### config.mk
export PLATFORM = sky130hd
export DESIGN_NAME = rows_inverse_stream_flat
export DESIGN_NICKNAME = d
export VERILOG_FILES = /design/src/rtl/rows_inverse_stream_if.sv /design/src/rtl/rows_inverse_stream.sv /design/src/flat_wrapper.sv
export SDC_FILE = /design/constraint.sdc
export NUM_CORES = 1
export LEC_CHECK = 0
export ABC_CLOCK_PERIOD_IN_PS = 1750
export CORE_MARGIN = 5
export CORE_UTILIZATION = 30
export CTS_BUF_LIST = sky130_fd_sc_hd__clkbuf_8
export DETAILED_ROUTE_END_ITERATION = 12
export GPL_TIMING_DRIVEN = 0
export PLACE_DENSITY_LB_ADDON = 0.2
export SETUP_SLACK_MARGIN = 0.4
export SKIP_CTS_REPAIR_TIMING = 1
export SKIP_LAST_GASP = 1
export SLEW_MARGIN = 20
export SYNTH_ARGS = -nofsm -noshare
export SYNTH_HDL_FRONTEND = slang
export SYNTH_SLANG_ARGS = --single-unit
### constraint.sdc
create_clock -name clk -period 1.75 [get_ports clk]
set_input_delay 0.35 -clock clk [delete_from_list [all_inputs] [get_ports clk]]
set_output_delay 0.35 -clock clk [all_outputs]
set_load 0.02 [all_outputs]
### src/rtl/rows_inverse_stream_if.sv
// ---------------------------------------------------------------------------
// rows_inverse_stream_if
// Byte-serial handshake bundle for rows_inverse_stream.
//   in_valid  / in_ready   : input byte handshake (permuted state in)
//   in_data   [7:0]        : permuted-state byte, row-major
//   in_sel    [1:0]        : row-swap key field, meaningful with byte 0 only
//   out_valid / out_ready  : output byte handshake (restored state out)
//   out_data  [7:0]        : restored-state byte, row-major
//   out_last               : marks byte 15 of an output frame
// The slave modport is the block's view; master is the link/driver view.
// ---------------------------------------------------------------------------
interface rows_inverse_stream_if;
    logic       in_valid;
    logic       in_ready;
    logic [7:0] in_data;
    logic [1:0] in_sel;
    logic       out_valid;
    logic       out_ready;
    logic [7:0] out_data;
    logic       out_last;

    modport master (
        output in_valid, in_data, in_sel, out_ready,
        input  in_ready, out_valid, out_data, out_last
    );

    modport slave (
        input  in_valid, in_data, in_sel, out_ready,
        output in_ready, out_valid, out_data, out_last
    );
endinterface

### src/rtl/rows_inverse_stream.sv
// ---------------------------------------------------------------------------
// rows_inverse_stream
// Collects one 16-byte (4x4) cipher state byte by byte, then streams it back
// out with the whole-row swap of the forward row stage undone. The swap is
// chosen by the 2-bit key field captured with byte 0 of each frame.
// Ports:
//   clk  : rising-edge clock
//   rst  : synchronous active-high reset (clears buffer, counters, key, FSM)
//   bus  : rows_inverse_stream_if.slave (input and output byte streams)
// The block alternates FILL (accept 16 bytes) and DRAIN (emit 16 bytes);
// all outputs depend only on registered state and out_ready.
// ---------------------------------------------------------------------------
module rows_inverse_stream (
    input  logic                   clk,
    input  logic                   rst,
    rows_inverse_stream_if.slave   bus
);

    typedef enum logic {
        FILL  = 1'b0,
        DRAIN = 1'b1
    } state_t;

    state_t     state_q, state_d;
    logic [3:0] wcnt_q, wcnt_d;
    logic [3:0] rcnt_q, rcnt_d;
    logic [1:0] sel_q, sel_d;
    logic [7:0] buf_q [16];

    logic       in_ready_s;
    logic       out_valid_s;
    logic       in_fire;
    logic       out_fire;
    logic [1:0] src_row_s;
    logic [3:0] rd_idx;

    assign in_fire  = bus.in_valid & in_ready_s;
    assign out_fire = out_valid_s & bus.out_ready;

    // Source row (w=0, x=1, y=2, z=3) feeding output row r (a=0..d=3).
    // Each table packs src(d),src(c),src(b),src(a) from MSB to LSB.
    function automatic logic [1:0] src_row(input logic [1:0] sel, input logic [1:0] r);
        logic [7:0] tbl;
        tbl = 8'b11_00_01_10;
        case (sel)
            2'b00:   tbl = 8'b11_00_01_10; // a<-y b<-x c<-w d<-z
            2'b01:   tbl = 8'b01_10_11_00; // a<-w b<-z c<-y d<-x
            2'b10:   tbl = 8'b10_11_00_01; // a<-x b<-w c<-z d<-y
            default: tbl = 8'b00_01_10_11; // a<-z b<-y c<-x d<-w
        endcase
        return tbl[{r, 1'b0} +: 2];
    endfunction

    // ---------------- FSM: state register ----------------
    always_ff @(posedge clk) begin
        if (rst) begin
            state_q <= FILL;
        end else begin
            state_q <= state_d;
        end
    end

    // ---------------- FSM: next-state logic ----------------
    always_comb begin
        state_d = state_q;
        case (state_q)
            FILL:    if (in_fire && (wcnt_q == 4'hF))  state_d = DRAIN;
            DRAIN:   if (out_fire && (rcnt_q == 4'hF)) state_d = FILL;
            default: state_d = FILL;
        endcase
    end

    // ---------------- FSM: outputs ----------------
    always_comb begin
        in_ready_s  = 1'b0;
        out_valid_s = 1'b0;
        case (state_q)
            FILL:    in_ready_s  = 1'b1;
            DRAIN:   out_valid_s = 1'b1;
            default: in_ready_s  = 1'b0;
        endcase
    end

    // ---------------- counters and key capture ----------------
    // Counters are 4 bits, so the step past 15 wraps to 0 by itself.
    always_comb begin
        wcnt_d = wcnt_q;
        rcnt_d = rcnt_q;
        sel_d  = sel_q;
        if (in_fire) begin
            wcnt_d = wcnt_q + 4'd1;
            if (wcnt_q == 4'd0) begin
                sel_d = bus.in_sel;
            end
        end
        if (out_fire) begin
            rcnt_d = rcnt_q + 4'd1;
        end
    end

    always_ff @(posedge clk) begin
        if (rst) begin
            wcnt_q <= 4'd0;
            rcnt_q <= 4'd0;
            sel_q  <= 2'b00;
        end else begin
            wcnt_q <= wcnt_d;
            rcnt_q <= rcnt_d;
            sel_q  <= sel_d;
        end
    end

    // ---------------- state buffer ----------------
    // One register per byte: the buffer must clear on reset and is read
    // combinationally at the permuted address, so it stays in flops.
    generate
        for (genvar gi = 0; gi < 16; gi++) begin : g_buf
            always_ff @(posedge clk) begin
                if (rst) begin
                    buf_q[gi] <= 8'h00;
                end else if (in_fire && (wcnt_q == 4'(gi))) begin
                    buf_q[gi] <= bus.in_data;
                end
            end
        end
    endgenerate

    // ---------------- read side ----------------
    assign src_row_s = src_row(sel_q, rcnt_q[3:2]);
    assign rd_idx    = {src_row_s, rcnt_q[1:0]};

    assign bus.in_ready  = in_ready_s;
    assign bus.out_valid = out_valid_s;
    assign bus.out_data  = buf_q[rd_idx];
    assign bus.out_last  = out_valid_s & (rcnt_q == 4'hF);

endmodule

### src/flat_wrapper.sv
// flat-port wrapper written by rule: the top's interface ports become plain ports
module rows_inverse_stream_flat 
  (clk, rst, bus_in_valid, bus_in_data, bus_in_sel, bus_out_ready, bus_in_ready, bus_out_valid, bus_out_data, bus_out_last);
  rows_inverse_stream_if bus_i ();
  input  logic clk;
  input  logic rst;
  input wire logic [$bits(bus_i.in_valid)-1:0] bus_in_valid;
  input wire logic [$bits(bus_i.in_data)-1:0] bus_in_data;
  input wire logic [$bits(bus_i.in_sel)-1:0] bus_in_sel;
  input wire logic [$bits(bus_i.out_ready)-1:0] bus_out_ready;
  output wire logic [$bits(bus_i.in_ready)-1:0] bus_in_ready;
  output wire logic [$bits(bus_i.out_valid)-1:0] bus_out_valid;
  output wire logic [$bits(bus_i.out_data)-1:0] bus_out_data;
  output wire logic [$bits(bus_i.out_last)-1:0] bus_out_last;
  assign bus_i.in_valid = bus_in_valid;
  assign bus_i.in_data = bus_in_data;
  assign bus_i.in_sel = bus_in_sel;
  assign bus_i.out_ready = bus_out_ready;
  assign bus_in_ready = bus_i.in_ready;
  assign bus_out_valid = bus_i.out_valid;
  assign bus_out_data = bus_i.out_data;
  assign bus_out_last = bus_i.out_last;
  rows_inverse_stream u_core (.clk(clk), .rst(rst), .bus(bus_i));
endmodule
* Word-level counts from Yosys, hierarchy flattened
Memory sizes are Yosys's and may differ from the RTL's.
Index checks and enable logic that the tools add are counted.
** Operators by class
- Equality and inequality tests :: 18
- Shift-type cells :: 1
- Reduce and logical (&&, ||, !) cells :: 20
- Bitwise operators :: 20
- Muxes and demuxes :: 71
- Add/subtract/negate cells :: 2
** Operator list (number)
- two-way mux 8 bit :: 16
- two-way mux 1 bit :: 53
- == test 4 bit (second input constant) :: 9
- case mux 8 bit (3 select lines) :: 1
- logical AND 1 bit :: 17
- == test 4 x 3 -> 1 bit (second input constant) :: 4
- OR 1 bit :: 16
- adder 4 x 1 -> 4 bit (second input constant) :: 2
- == test 4 x 2 -> 1 bit (second input constant) :: 2
- indexed part select 8 x 4 -> 2 bit :: 1
- == test 4 x 1 -> 1 bit (second input constant) :: 1
- logical NOT 4 bit :: 1
- bitwise AND 1 bit :: 3
- == test 2 x 1 -> 1 bit (second input constant) :: 1
- == test 2 bit (second input constant) :: 1
- logical NOT 2 bit :: 1
- case mux 1 bit (2 select lines) :: 1
- AND reduction 2 bit :: 1
- inverter 1 bit :: 1
** Storage, ports and cells
- Logic and storage cells :: 137
- Bits in writable memories :: 128
- Bits in registers :: 11
- Memories :: 1
- Bits of input ports :: 14
- Output and inout port bits :: 11
** Memory list
- u_core.buf_q :: words 16, bits a word 8, rd ports 1, clocked after memory_dff 0, write ports 16, RTL line rows_inverse_stream.sv:28 : logic [7:0] buf_q [16];

* Logic depth before layout (Yosys ltp)
- Depth in word-level cells :: 7
- Gate-level depth with buffers :: 7
- Gate-level depth less buffers :: 6

* Worst setup path after synthesis
No wires, ideal clock.
- Path kind :: flip-flop to output port
- From :: register u_core.sel_q[0]
- To :: output bus_out_data[0]
- Path slack :: -389 ps
- Data required time :: 1400 ps
- Cell stages (with the launch flop) :: 8
- Path buffers :: 1
- Data arrival time :: 1789 ps
- Cell sequence :: dfxtp_1 inv_1 ha_1 nor2b_1 o21ai_0 o31a_1 clkbuf_2 mux2i_1
** Between the ends
- Longest elaborated chain between the ends :: 4
- Elaborated cells on any way between the ends :: 6
- Those cells by class :: 2 x eq/ne; 1 x shift; 1 x mux; 1 x reduce/logical; 1 x memory
** Ends and longest elaborated chain
- from (decl) :: RTL line rows_inverse_stream.sv:27 : logic [1:0] sel_q, sel_d;
- from (signal assigned) :: RTL line rows_inverse_stream.sv:109 : sel_q <= sel_d;
- == test 2 bit, or another cell as far along :: RTL line rows_inverse_stream.sv:45 : case (sel)
- case mux 8 bit (3 select lines) (*) :: RTL line rows_inverse_stream.sv:45
- indexed part select 8 x 4 -> 2 bit (*) :: RTL line rows_inverse_stream.sv:51 : return tbl[{r, 1'b0} +: 2];
- memory (16 x 8 bit) (*)
- to (decl) :: RTL line flat_wrapper.sv:13 : output wire logic [$bits(bus_i.out_data)-1:0] bus_out_data;
Mark *: on every way between the ends. The rest lies on a longest branch, timed or not.

* Final worst setup path
- From :: register u_core.sel_q[0]
- To :: output bus_out_data[7]
Same word-level chain as after synthesis.

==> impl_metrics.ini <==
[detailed_routing]
vias_per_cell = 4.70
routed_wl_mm = 16.7
postRouteAntennaNets = 0
first_pass_iters = 4
wl_per_cell_um = 20.2
dr.first_iter.drc_count = 231
via_count = 3898
drc = 0

[sta]
slew_headroom_pct = 67.7
worst_slack_ns = -0.821
tns_ns = -6.50
fin_crit_sh_pct = 147
setup_viol = 9
fmax_mhz = 389
finalCriticalPeriod_ns = 2.57
drv_slew = 0
clock_skew_ns = 0.0101
hold_viol = 0
tightest_slew_ns = 0.485
rsz0062_at_grt = true

[global_route]
grt_max_degree = 17
antenna_found_initial = 0
grt_pass1_wl_mm = 24.2
grt_usage_pct = 12.7
grt_pass1_vias = 4008
grt-ovfl-total = 0

[finish]
mostFrequentLayoutCell = edfxtp_1
nets = 559
insertedDiodeCount = 0
synthToLayoutAreaGrowth_pct = 36.2
fin_cells = 829
drive_gt1_share_pct = 42.3
fin_util_pct = 41.5
layout_common_cells = edfxtp_1, and2_1, buf_4

[logic_synthesis]
yosys.area.top_type = edfxtp_1
synth-seq-cells = 139
yosysSeqAreaShare_pct = 60.9
synth_area_per_cell_sq_um = 14.8
syn_nets = 475
yosys_warnings = 0
synthDistinctLibCells = 32
synth_top_area_share_pct = 57.6
syn_inst = 452
netlist_area_sq_um = 6670
yosys-top-cells-area = edfxtp_1, and2_1, mux4_1

[floorplan]
initial_utilization_pct = 30.5
core-area_sq_um = 21900
die_area_sq_um = 25300
die_h_um = 159
die_w_um = 159
ios = 25
rows = 54

[critical_path]
crit_chain = ha_2 > o21bai_4 > a21oi_4 > buf_12 > buf_16 > mux2i_4 > mux2i_4 > buf_4
reg2reg_from = u_core.wcnt_q[0]$_SDFFE_PP0P_
worstSetupStartpointType = register
critPathSlowestCell = dfxtp_4
r2r_end = u_core.buf_q[0][4]$_SDFFCE_PN0P_
arrival_ns = 2.22
crit_fanout = 8
path_class = register to output pin
crit_required_ns = 1.40
cpMostUsedCell = mux2i_4
reg2reg_depth = 6
crit_path_end_kind = output pin
cpPeakStageDelay_ns = 0.37
regToRegSetupSlack_ns = 0.23

[cts]
cts-root-buf = clkbuf_8
htreeDepth = 4
clkTransAtPathRegs_ns = 0.08
cts_made_buffers = 17
cts.sinks = 139
cts_tree = done
clockBufferDepth = 2
clk_latency_ns = 0.45

[pwr]
p_per_area_nw_per_um2 = 814
fin_total_pwr_mw = 7.40
leakage_nw = 3.14
ir_worst_vdd_mv = 0.416

[hold_path]
hold_path_depth = 2
hp-start = rst
whs_endpoint = u_core.state_q$_SDFF_PP0_
min-delay-path-class = input pin to register

[flow_run]
maxCapViolCount = 0

[status]
violations = setup timing
status = complete, but fails checks

[place]
dp_slack_ns = -1.01
place_congestion = 0.727
portBuffers = 22
dpl.hpwl_mm = 11.5
placedCellCount = 754
==> worst max path at each step <==
stage,start,endpoint,slack (ns),cells after the start
after floorplan,u_core.sel_q[0]$_SDFFE_PP0P_,bus_out_data[5],-0.16,6
after global placement,u_core.rcnt_q[1]$_SDFFE_PP0P_,bus_out_data[1],-1.0,6
after detailed placement,u_core.rcnt_q[1]$_SDFFE_PP0P_,bus_out_data[1],-1.01,6
after CTS,u_core.rcnt_q[1]$_SDFFE_PP0P_,bus_out_data[1],-1.52,6
after global routing,u_core.sel_q[0]$_SDFFE_PP0P_,bus_out_data[0],-0.93,8
final,u_core.sel_q[0]$_SDFFE_PP0P_,bus_out_data[7],-0.82,8
==> final cells by class <==
| class | count | area (sq um) |
|---|---|---|
| buffer | 26 | 253 |
| clock buffer | 17 | 234 |
| clock inverter | 15 | 163 |
| fill | 2009 | 12800 |
| inverter | 6 | 37.5 |
| multi-input combinational | 281 | 3170 |
| sequential | 139 | 4090 |
| tap | 280 | 350 |
| timing repair buffer | 65 | 792 |
==> metrics by stage <==
| stage | instance area [sq um] | hold slack, ns |
|---|---|---|
| 2_1_floorplan | 7200 | 0.475 |
| 3_3_place_gp | 7770 | 0.504 |
| 3_5_place_dp | 7770 | 0.504 |
| 5_1_grt | 9090 | 0.319 |
| 4_1_cts | 8160 | 0.275 |
| 6_report | 9090 | 0.348 |
==> report_power, final <==
group	switching (mW)	internal [mW]
combinational	0.481	0.504
clock	1.33	1.29
sequential	0.0519	3.75
==> state kept, by name, indices dropped and copies added (netlist names) <==
name and count:
u_core.wcnt_q 4, u_core.state_q 1, u_core.sel_q 2, u_core.rcnt_q 4, u_core.buf_q 128
==> worst max-delay path: cells and delay by family, from the launching register on <==
family	cells	cell delay, ns
buffers and inverters	3	0.47
muxes	2	0.36
DFF	1	0.37
AOI/OAI and AO/OA	2	0.35
adders and majority gates	1	0.21
==> cell families after synthesis <==
group           after synthesis  synth area share, %
simple gates                183                 15.8
flops                       139                 60.9
mux                          56                 15.5
buf+inv                      32                 2.49
compound gates               28                 2.98
fa+ha+maj                     9                 1.69
xor+xnor                      5                0.657
==> synthesized netlist by cell type <==
cell type / number
inv_1: 6
buf_6: 4
clkbuf_1: 15
nor3_1: 1
nor2b_1: 3
nor2_1: 27
and2_1: 128
mux4_2: 13
or3_1: 1
mux2i_1: 24
or2_2: 2
xnor2_1: 1
clkbuf_2: 1
mux4_1: 19
nand4_1: 1
buf_2: 3
edfxtp_1: 128
nand2b_1: 2
o32ai_1: 1
o21ai_0: 4
nand2_1: 5
a21oi_4: 1
o31a_1: 1
nand3_1: 11
nand3b_1: 1
nor3b_1: 1
a21oi_1: 5
o21bai_1: 16
dfxtp_1: 11
ha_1: 9
buf_4: 3
xor2_1: 4
==> layer usage <==
layer	global-route usage [%]	wire (um)	up-vias
li1	-	-	1833
met1	16.6	7720	1978
met2	20.7	8220	73
met3	3.49	631	14
met4	3.92	172	0
met5	0	0	-
No activity file was read; power rests on OpenSTA's default activity.
